<file path="config.mk">
export PLATFORM = sky130hd
export DESIGN_NAME = mem_port_arbiter_flat
export DESIGN_NICKNAME = d
export VERILOG_FILES = /design/src/rtl/mem_port_arbiter_if.sv /design/src/rtl/mem_port_arbiter.sv /design/src/flat_wrapper.sv
export SDC_FILE = /design/constraint.sdc
export NUM_CORES = 1
export LEC_CHECK = 0
export ABC_CLOCK_PERIOD_IN_PS = 2900
export CORE_ASPECT_RATIO = 0.75
export CORE_MARGIN = 4
export CORE_UTILIZATION = 45
export DETAILED_ROUTE_END_ITERATION = 6
export PLACE_DENSITY = 0.81
export SKIP_LAST_GASP = 1
export SLEW_MARGIN = 20
export SYNTH_ARGS = -nofsm -noshare
export SYNTH_HDL_FRONTEND = slang
export SYNTH_SLANG_ARGS = --single-unit
</file>
<file path="constraint.sdc">
create_clock -name clock -period 2.9 [get_ports clock]
set_clock_uncertainty 0.1 [all_clocks]
set_input_delay 0.725 -clock clock [delete_from_list [all_inputs] [get_ports clock]]
set_output_delay 0.725 -clock clock [all_outputs]
set_load 0.005 [all_outputs]
</file>
<file path="src/rtl/mem_port_arbiter_if.sv">
// Purpose: bundles the fetch port, load/store port and memory-side signals of mem_port_arbiter.
// Latency: none; wiring only.
// Backpressure: stalls flow to requesters, mem_busy flows from memory.
interface mem_port_arbiter_if #(
  parameter int NBITS = 8
);
  logic             f_req;
  logic [NBITS-1:0] f_addr;
  logic [NBITS-1:0] f_rdata;
  logic             f_done;
  logic             f_stall;
  logic             d_req;
  logic             d_we;
  logic [NBITS-1:0] d_addr;
  logic [NBITS-1:0] d_wdata;
  logic [NBITS-1:0] d_rdata;
  logic             d_done;
  logic             d_stall;
  logic             mem_req;
  logic             mem_we;
  logic [NBITS-1:0] mem_addr;
  logic [NBITS-1:0] mem_wdata;
  logic [NBITS-1:0] mem_rdata;
  logic             mem_busy;
  logic             err;
  logic             err_port;

  // Arbiter view.
  modport slave (
    input  f_req, f_addr, d_req, d_we, d_addr, d_wdata, mem_rdata, mem_busy,
    output f_rdata, f_done, f_stall, d_rdata, d_done, d_stall,
           mem_req, mem_we, mem_addr, mem_wdata, err, err_port
  );

  // Controller plus memory view.
  modport master (
    output f_req, f_addr, d_req, d_we, d_addr, d_wdata, mem_rdata, mem_busy,
    input  f_rdata, f_done, f_stall, d_rdata, d_done, d_stall,
           mem_req, mem_we, mem_addr, mem_wdata, err, err_port
  );
endinterface

</file>
<file path="src/rtl/mem_port_arbiter.sv">
// Purpose: shares one single-ported memory between fetch (F) and load/store (D) ports; MEM_ARB_RR_EN selects round-robin.
// Latency: req to done 2 cycles with zero-wait memory, +1 per mem_busy cycle; aborts with err after TIMEOUT busy cycles.
// Backpressure: mem_busy holds the access; requesters see f_stall/d_stall until their done pulse.
module mem_port_arbiter #(
  parameter int NBITS   = 8,
  parameter int TIMEOUT = 15
) (
  input logic               clock,
  input logic               reset,
  mem_port_arbiter_if.slave bus
);
  localparam int CW = $clog2(TIMEOUT + 1);

  typedef enum logic [1:0] {IDLE, F_ACC, D_ACC} state_t;

  state_t           state_q, next_state;
  logic [CW-1:0]    cnt_q, cnt_next;
  logic             grant_f, grant_d, complete, timeout;
  logic [NBITS-1:0] addr_q, wdata_q, f_rdata_q, d_rdata_q;
  logic             we_q, f_done_q, d_done_q, err_q, err_port_q;

`ifdef MEM_ARB_RR_EN
  // 1 = D port was granted most recently, 0 = F port.
  logic last_grant_q;
`endif

  // Next-state logic: arbitration in IDLE, completion/timeout detection during an access.
  always_comb begin
    next_state = state_q;
    cnt_next   = cnt_q;
    grant_f    = 1'b0;
    grant_d    = 1'b0;
    complete   = 1'b0;
    timeout    = 1'b0;
    case (state_q)
      IDLE: begin
        if (bus.d_req && bus.f_req) begin
`ifdef MEM_ARB_RR_EN
          if (last_grant_q) grant_f = 1'b1;
          else              grant_d = 1'b1;
`else
          grant_d = 1'b1;
`endif
        end else if (bus.d_req) begin
          grant_d = 1'b1;
        end else if (bus.f_req) begin
          grant_f = 1'b1;
        end
        if (grant_d)      next_state = D_ACC;
        else if (grant_f) next_state = F_ACC;
        if (grant_d || grant_f) cnt_next = '0;
      end
      F_ACC, D_ACC: begin
        if (!bus.mem_busy) begin
          complete   = 1'b1;
          next_state = IDLE;
        end else begin
          // Saturating count so the counter can never wrap back below TIMEOUT.
          cnt_next = (cnt_q == CW'(TIMEOUT)) ? cnt_q : cnt_q + CW'(1);
          if (cnt_next == CW'(TIMEOUT)) begin
            timeout    = 1'b1;
            next_state = IDLE;
          end
        end
      end
      default: next_state = IDLE;
    endcase
  end

  // State, wait counter and the done/err pulse registers.
  always_ff @(posedge clock) begin
    if (reset) begin
      state_q    <= IDLE;
      cnt_q      <= '0;
      f_done_q   <= 1'b0;
      d_done_q   <= 1'b0;
      err_q      <= 1'b0;
      err_port_q <= 1'b0;
    end else begin
      state_q  <= next_state;
      cnt_q    <= cnt_next;
      f_done_q <= complete && (state_q == F_ACC);
      d_done_q <= complete && (state_q == D_ACC);
      err_q    <= timeout;
      if (timeout) err_port_q <= (state_q == D_ACC);
    end
  end

  // Latch the granted request so the memory sees stable signals, and capture read data on completion.
  always_ff @(posedge clock) begin
    if (reset) begin
      addr_q    <= '0;
      wdata_q   <= '0;
      we_q      <= 1'b0;
      f_rdata_q <= '0;
      d_rdata_q <= '0;
    end else begin
      if (grant_d) begin
        addr_q  <= bus.d_addr;
        wdata_q <= bus.d_wdata;
        we_q    <= bus.d_we;
      end else if (grant_f) begin
        addr_q <= bus.f_addr;
        we_q   <= 1'b0;
      end
      if (complete && (state_q == F_ACC)) f_rdata_q <= bus.mem_rdata;
      if (complete && (state_q == D_ACC) && !we_q) d_rdata_q <= bus.mem_rdata;
    end
  end

`ifdef MEM_ARB_RR_EN
  // Remember which port won the last grant; reset favours F as "last" so D wins the first tie.
  always_ff @(posedge clock) begin
    if (reset)        last_grant_q <= 1'b0;
    else if (grant_d) last_grant_q <= 1'b1;
    else if (grant_f) last_grant_q <= 1'b0;
  end
`endif

  assign bus.mem_req   = (state_q != IDLE);
  assign bus.mem_we    = we_q && (state_q == D_ACC);
  assign bus.mem_addr  = addr_q;
  assign bus.mem_wdata = wdata_q;
  assign bus.f_rdata   = f_rdata_q;
  assign bus.d_rdata   = d_rdata_q;
  assign bus.f_done    = f_done_q;
  assign bus.d_done    = d_done_q;
  assign bus.err       = err_q;
  assign bus.err_port  = err_port_q;
  assign bus.f_stall   = bus.f_req && !f_done_q;
  assign bus.d_stall   = bus.d_req && !d_done_q;
endmodule

</file>
<file path="src/flat_wrapper.sv">
// flat-port wrapper written by rule: the top's interface ports become plain ports
module mem_port_arbiter_flat 
#(
  parameter int NBITS   = 8,
  parameter int TIMEOUT = 15
)
  (clock, reset, bus_f_req, bus_f_addr, bus_d_req, bus_d_we, bus_d_addr, bus_d_wdata, bus_mem_rdata, bus_mem_busy, bus_f_rdata, bus_f_done, bus_f_stall, bus_d_rdata, bus_d_done, bus_d_stall, bus_mem_req, bus_mem_we, bus_mem_addr, bus_mem_wdata, bus_err, bus_err_port);
  mem_port_arbiter_if #(.NBITS(NBITS)) bus_i ();
  input logic clock;
  input logic reset;
  input wire logic [$bits(bus_i.f_req)-1:0] bus_f_req;
  input wire logic [$bits(bus_i.f_addr)-1:0] bus_f_addr;
  input wire logic [$bits(bus_i.d_req)-1:0] bus_d_req;
  input wire logic [$bits(bus_i.d_we)-1:0] bus_d_we;
  input wire logic [$bits(bus_i.d_addr)-1:0] bus_d_addr;
  input wire logic [$bits(bus_i.d_wdata)-1:0] bus_d_wdata;
  input wire logic [$bits(bus_i.mem_rdata)-1:0] bus_mem_rdata;
  input wire logic [$bits(bus_i.mem_busy)-1:0] bus_mem_busy;
  output wire logic [$bits(bus_i.f_rdata)-1:0] bus_f_rdata;
  output wire logic [$bits(bus_i.f_done)-1:0] bus_f_done;
  output wire logic [$bits(bus_i.f_stall)-1:0] bus_f_stall;
  output wire logic [$bits(bus_i.d_rdata)-1:0] bus_d_rdata;
  output wire logic [$bits(bus_i.d_done)-1:0] bus_d_done;
  output wire logic [$bits(bus_i.d_stall)-1:0] bus_d_stall;
  output wire logic [$bits(bus_i.mem_req)-1:0] bus_mem_req;
  output wire logic [$bits(bus_i.mem_we)-1:0] bus_mem_we;
  output wire logic [$bits(bus_i.mem_addr)-1:0] bus_mem_addr;
  output wire logic [$bits(bus_i.mem_wdata)-1:0] bus_mem_wdata;
  output wire logic [$bits(bus_i.err)-1:0] bus_err;
  output wire logic [$bits(bus_i.err_port)-1:0] bus_err_port;
  assign bus_i.f_req = bus_f_req;
  assign bus_i.f_addr = bus_f_addr;
  assign bus_i.d_req = bus_d_req;
  assign bus_i.d_we = bus_d_we;
  assign bus_i.d_addr = bus_d_addr;
  assign bus_i.d_wdata = bus_d_wdata;
  assign bus_i.mem_rdata = bus_mem_rdata;
  assign bus_i.mem_busy = bus_mem_busy;
  assign bus_f_rdata = bus_i.f_rdata;
  assign bus_f_done = bus_i.f_done;
  assign bus_f_stall = bus_i.f_stall;
  assign bus_d_rdata = bus_i.d_rdata;
  assign bus_d_done = bus_i.d_done;
  assign bus_d_stall = bus_i.d_stall;
  assign bus_mem_req = bus_i.mem_req;
  assign bus_mem_we = bus_i.mem_we;
  assign bus_mem_addr = bus_i.mem_addr;
  assign bus_mem_wdata = bus_i.mem_wdata;
  assign bus_err = bus_i.err;
  assign bus_err_port = bus_i.err_port;
  mem_port_arbiter #(.NBITS(NBITS), .TIMEOUT(TIMEOUT)) u_core (.clock(clock), .reset(reset), .bus(bus_i));
endmodule
</file>
==> results of run 1 <==
worst max-delay path by stage:
stage                               start           endpoint
after global placement          bus_f_req        bus_f_stall
final                           bus_f_req        bus_f_stall
after CTS                       bus_f_req        bus_f_stall
after detailed placement        bus_f_req        bus_f_stall
after global routing            bus_f_req        bus_f_stall
after floorplan           u_core.cnt_q[0]  u_core.state_q[1]
stage by stage:
stage | power, uW | instance area [sq um] | utilization (%) | setup WS [ps] | hold WS (ps)
floorplan | 823 | 1820 | - | 1120 | 353
global placement | 991 | 2680 | 70.9 | 173 | 341
detailed placement | 996 | 2680 | 70.9 | 182 | 347
CTS | 1550 | 2820 | 74.5 | 155 | 359
global route | 1620 | 2820 | 74.5 | 95.2 | 380
finish | 1550 | 2820 | 74.5 | 163 | 357
tightest hold or removal path: stages, from the launching register on:
cell and delay (ps):
dfxtp_1 320, nand2_1 50, a21oi_1 50
cells in the mapped netlist (2+ instances only):
cell type | n | share of area [%]
a21oi_1 | 14 | 3.8
a311oi_1 | 8 | 3.8
buf_2 | 3 | 0.82
clkbuf_1 | 6 | 1.2
dfxtp_1 | 43 | 47
ha_1 | 4 | 2.7
inv_1 | 8 | 1.6
mux2i_1 | 16 | 8.8
nand2_1 | 37 | 7.6
nand3_1 | 2 | 0.55
nand3b_1 | 3 | 1.2
nor2_1 | 30 | 6.2
nor2_2 | 2 | 0.69
nor2b_1 | 5 | 1.7
nor3_1 | 5 | 1.4
o21ai_0 | 4 | 1.1
registers in the layout, indices dropped and copies added, names as in the netlist:
| signal | flops |
|---|---|
| u_core.bus.err_port | 1 |
| u_core.bus.f_rdata | 8 |
| u_core.bus.mem_addr | 8 |
| u_core.bus.mem_wdata | 8 |
| u_core.bus.err | 1 |
| u_core.bus.d_done | 1 |
| u_core.cnt_q | 4 |
| u_core.bus.d_rdata | 8 |
| u_core.bus.f_done | 1 |
| u_core.state_q | 2 |
| u_core.we_q | 1 |
per-layer routing:
metal  vias to the layer above  wire length [um]  GRT usage, %
li1                        875                 -             -
met1                       794              2160          25.9
met2                        69              2130          27.9
met3                         5               492          6.98
met4                         0                27          3.80
met5                         -                 0             0
cell families after synthesis:
kind of cell / synth area share, %
AOI/OAI and AO/OA: 14.0
muxes: 8.78
adders and majority gates: 2.74
DFF: 47.2
buffers and inverters: 4.12
and+or+nand+nor: 23.2
layout make-up:
cell class	instances	area (sq um)	share of cell area, %
clock inverters	3	67.6	2.40
repair buffers	84	836	29.7
flip-flops and latches	43	861	30.6
multi-input cells	147	888	31.5
clock buffers	5	68.8	2.44
inverters	8	30.0	1.07
well taps	52	65.1	2.31
power breakdown:
part           internal, uW  switching (uW)
Clock                   344             217
Combinational           181             149
Sequential              631            22.7
==> flow_summary.json, run 1 <==
{
  "ant_nets": 0,
  "leakagePower_uw": 0.00110,
  "cp.required_ps": 2080,
  "areaGrowthSynthToFinish_pct": 54.4,
  "worst_path_max_delay_cell": "clkdlybuf4s50_1",
  "instances_no_fill": 342,
  "num_io_pins": 78,
  "ctsHtreeMaxLevel": 2,
  "nNetsFinal": 331,
  "final_cell_mix": "clkdlybuf4s50_1 (77), dfxtp_1 (43), nand2_1 (37)",
  "placed_cells": 334,
  "ys.flop_type": "dfxtp_1",
  "start_util_pct": 48.3,
  "grt_max_degree": 32,
  "crit_cells": 3,
  "worstPathArrival_ps": 1910,
  "drtIter0Drc": 112,
  "synth_area_sq_um": 1820,
  "path_clk_slew_ps": 80,
  "setup_viol": 0,
  "endpoint_kind": "primary output",
  "tightestPinTransition_ps": 660,
  "max_freq_mhz": 365,
  "drive_above_1_share_pct": 6.90,
  "holdPathStages": 2,
  "r2r_setup_slack_ps": 920,
  "vias_per_cell": 5.10,
  "synthArstFlopShare_pct": 0,
  "finalWeightedCongestion": 0.716,
  "p_per_area_nw_per_um2": 549,
  "place_hpwl_um": 3450,
  "root_buffer": "clkbuf_8",
  "clk_path_buf_depth": 2,
  "coreArea_sq_um": 3780,
  "clk_latency_ps": 300,
  "reg2reg_depth": 5,
  "finalCritPeriodShare_pct": 94.4,
  "cp.buffers_inverters": 2,
  "ys_ff_latch": 43,
  "die_w_um": 81.5,
  "min_to": "u_core.bus.mem_wdata[4]",
  "path_class": "in -> out",
  "r2r_start": "u_core.cnt_q[0]",
  "synth_edf_count": 0,
  "dr.pass1.iters": 4,
  "drv_slew": 0,
  "max_cap_viol_count": 0,
  "cts_tree": "yes",
  "hold_buffers": 0,
  "worst-path-max-fanout": 2,
  "remaining_drc_errors": 0,
  "dieArea_sq_um": 5150,
  "fin_crit_ps": 2740,
  "wl_per_cell_um": 14.1,
  "finalSetupTns_ps": 0,
  "crit_chain": "clkdlybuf4s50_1 > nor2b_1 > clkdlybuf4s50_1",
  "outcome": "finished, final reports clean",
  "cts_buffers": 5,
  "hold_start": "u_core.bus.mem_wdata[4]",
  "hold_viol": 0,
  "yosysWarningCount": 0,
  "syn_nets": 250,
  "cts-resized-gates": 0,
  "cts_setup_buffers": 0,
  "clock_sinks": 43,
  "synthCells": 208,
  "start_kind": "input pin",
  "synth_seq_area_share_pct": 47.2,
  "grtUsageTotal_pct": 18.8,
  "n_fill_cell": 288,
  "r2r-end": "u_core.state_q[1]",
  "dr_total_vias": 1743,
  "row_count": 19,
  "relSlewSlack_pct": 55.9,
  "ir_drop_mv": 0.344,
  "die_h_um": 63.1,
  "grt_pass1_vias": 1616,
  "final_common_cell": "clkdlybuf4s50_1",
  "crit_path_frequent_cell": "clkdlybuf4s50_1",
  "antenna_found_initial": 0,
  "grt_overflow": 0,
  "hp-class": "reg -> reg",
  "max_stage_delay_ps": 510,
  "rsz0062_at_grt": "no",
  "crit_family": "buffers and inverters",
  "diodes": 0,
  "grt_pass1_wl_um": 7640,
  "yosysUniqueCellTypes": 34,
  "portBuffers": 77,
  "postSynthAreaPerCell_sq_um": 8.77,
  "wl_um": 4810
}
(Power assumes the default switching activity.)
==> run 2, diff against run 1 <==
- ABC_CLOCK_PERIOD_IN_PS: 2900 -> 2700
- CORE_UTILIZATION: 45 -> 42
- CTS_BUF_LIST: unset -> sky130_fd_sc_hd__clkbuf_16
- PLACE_DENSITY: 0.81 -> 0.76
- clock period: 2.9 -> 2.7 ns (I/O delays scaled with it)
==> run 2 against run 1 <==
  * Total power is 5.0% higher
  * Routed wire length decreased by 2.9%
  * Register-to-register slack got worse by 230 ps
  * Critical path depth grew 1
  * First-iteration DRC count rose by 53%
  * Sequential power is 7.8% higher
  * Sequential share of layout area about the same
  * Cell area about the same
  * Via count is 1.0% higher
  * Cell count grew 1.2%
  * Worst hold slack worse by 1.7 ps
  * Global-route usage shrank 1.4 points
  * Critical path type unchanged
  * Critical endpoint is now bus_d_stall
==> flow_summary.json, run 2 (same netlist as run 1, synthesis figures left out) <==
{
  "wl_per_cell_um": 13.5,
  "setup_viol": 0,
  "grt_pass1_vias": 1674,
  "tightestPinTransition_ps": 596,
  "nNetsFinal": 332,
  "r2r_start": "u_core.cnt_q[0]",
  "wl_met3_um": 506,
  "vias_per_cell": 5.09,
  "wl_um": 4670,
  "relSlewSlack_pct": 60.2,
  "root_buffer": "clkbuf_16",
  "clock_sinks": 43,
  "dieArea_sq_um": 5470,
  "highest_layer": "met4",
  "path_clk_slew_ps": 60,
  "fin_crit_ps": 2570,
  "outcome": "finished, final reports clean",
  "start_kind": "input pin",
  "worstPathArrival_ps": 1800,
  "startpoint": "bus_d_req",
  "grt_max_degree": 18,
  "ant_nets": 0,
  "endpoint_kind": "primary output",
  "worst-path-max-fanout": 2,
  "leakagePower_uw": 0.00110,
  "final_cell_mix": "clkdlybuf4s50_1 (77), dfxtp_1 (43), nand2_1 (37)",
  "max_freq_mhz": 389,
  "antenna_found_initial": 0,
  "reg2reg_depth": 5,
  "diodes": 0,
  "hp-class": "reg -> reg",
  "hold_viol": 0,
  "dr_wl_met2_um": 1940,
  "postLayoutCellArea_sq_um": 2820,
  "coreArea_sq_um": 4130,
  "p_per_area_nw_per_um2": 575,
  "drtIter0Drc": 171,
  "grtUsageTotal_pct": 17.4,
  "cts_setup_buffers": 0,
  "endpoint": "bus_d_stall",
  "finalWeightedCongestion": 0.911,
  "place_hpwl_um": 3460,
  "ir_drop_mv": 0.378,
  "clk_path_buf_depth": 2,
  "m1WireLength_um": 2190,
  "cp.required_ps": 1920,
  "cts_buffers": 5,
  "hold_buffers": 0,
  "place_area_sq_um": 2680,
  "max_cap_viol_count": 0,
  "instances_no_fill": 346,
  "dr.pass1.iters": 5,
  "grt_overflow": 0,
  "die_w_um": 84.1,
  "dr_total_vias": 1761,
  "start_util_pct": 44.2,
  "rsz0062_at_grt": "no",
  "r2r_setup_slack_ps": 690,
  "clk_latency_ps": 280,
  "ctsHtreeMaxLevel": 2,
  "cts-resized-gates": 0,
  "row_count": 20,
  "die_h_um": 65.1,
  "grt_pass1_wl_um": 7700,
  "drive_above_1_share_pct": 6.53,
  "areaGrowthSynthToFinish_pct": 54.5,
  "finalCritPeriodShare_pct": 95.3,
  "placed_cells": 338,
  "num_io_pins": 78,
  "cts_tree": "yes",
  "portBuffers": 77,
  "drv_slew": 0,
  "finalSetupTns_ps": 0,
  "path_class": "in -> out",
  "r2r-end": "u_core.state_q[1]",
  "final_common_cell": "clkdlybuf4s50_1",
  "remaining_drc_errors": 0
}
[run 2: changes by cell type in the layout (fill, tap and decap cells not counted)]
cell,previous run,this run
clkinv_1,0,2
bufinv_16,2,0
clkbuf_16,0,5
clkbuf_8,5,0
buf_4,6,8
buf_12,1,0
[run 2: report_power, final]
group | leakage [uW] | internal, uW | switching, uW
clock network | 0.0000649 | 336 | 230
logic | 0.000686 | 194 | 157
registers | 0.000351 | 679 | 25.2
[run 2: how the worst min path moves through the flow]
| stage | endpoint | startpoint | depth (start not counted) | slack, ps |
|---|---|---|---|---|
| 2_1_floorplan | u_core.bus.mem_wdata[0] | u_core.bus.mem_wdata[0] | 2 | 350 |
| 3_3_place_gp | u_core.bus.mem_wdata[4] | u_core.bus.mem_wdata[4] | 2 | 340 |
| 3_5_place_dp | u_core.bus.mem_wdata[2] | u_core.bus.mem_wdata[2] | 2 | 350 |
| 4_1_cts | u_core.bus.mem_wdata[2] | u_core.bus.mem_wdata[2] | 2 | 360 |
| 5_1_grt | u_core.bus.mem_wdata[4] | u_core.bus.mem_wdata[4] | 2 | 390 |
| 6_report | u_core.bus.mem_wdata[2] | u_core.bus.mem_wdata[2] | 2 | 360 |
[run 2: layout make-up]
cell class	count	area, sq um
multi-input cells	147	888
clock buffers	5	125
flip-flops and latches	43	861
fillers	348	1310
well taps	55	68.8
inverters	8	30.0
clock inverters	3	15.0
repair buffers	85	831
[run 2: worst max-delay path: stages]
cell and delay, ps:
clkdlybuf4s50_1 470, inv_1 60, nor2_1 90, clkdlybuf4s50_1 500
[run 2: per-layer routing]
layer	vias to the layer above	GRT usage [%]
li1	881	-
met1	802	21.9
met2	74	26.3
met3	4	7.88
met4	0	5.82
met5	-	0
[run 2: per-stage QoR]
| stage | util [%] | setup slack (ps) | power [uW] | hold slack (ps) |
|---|---|---|---|---|
| global placement | 64.9 | 129 | 1070 | 341 |
| global route | 68.3 | 39.1 | 1710 | 386 |
| detailed placement | 64.9 | 117 | 1070 | 350 |
| floorplan | - | 919 | 884 | 353 |
| CTS | 68.3 | 116 | 1640 | 358 |
| finish | 68.3 | 127 | 1620 | 356 |
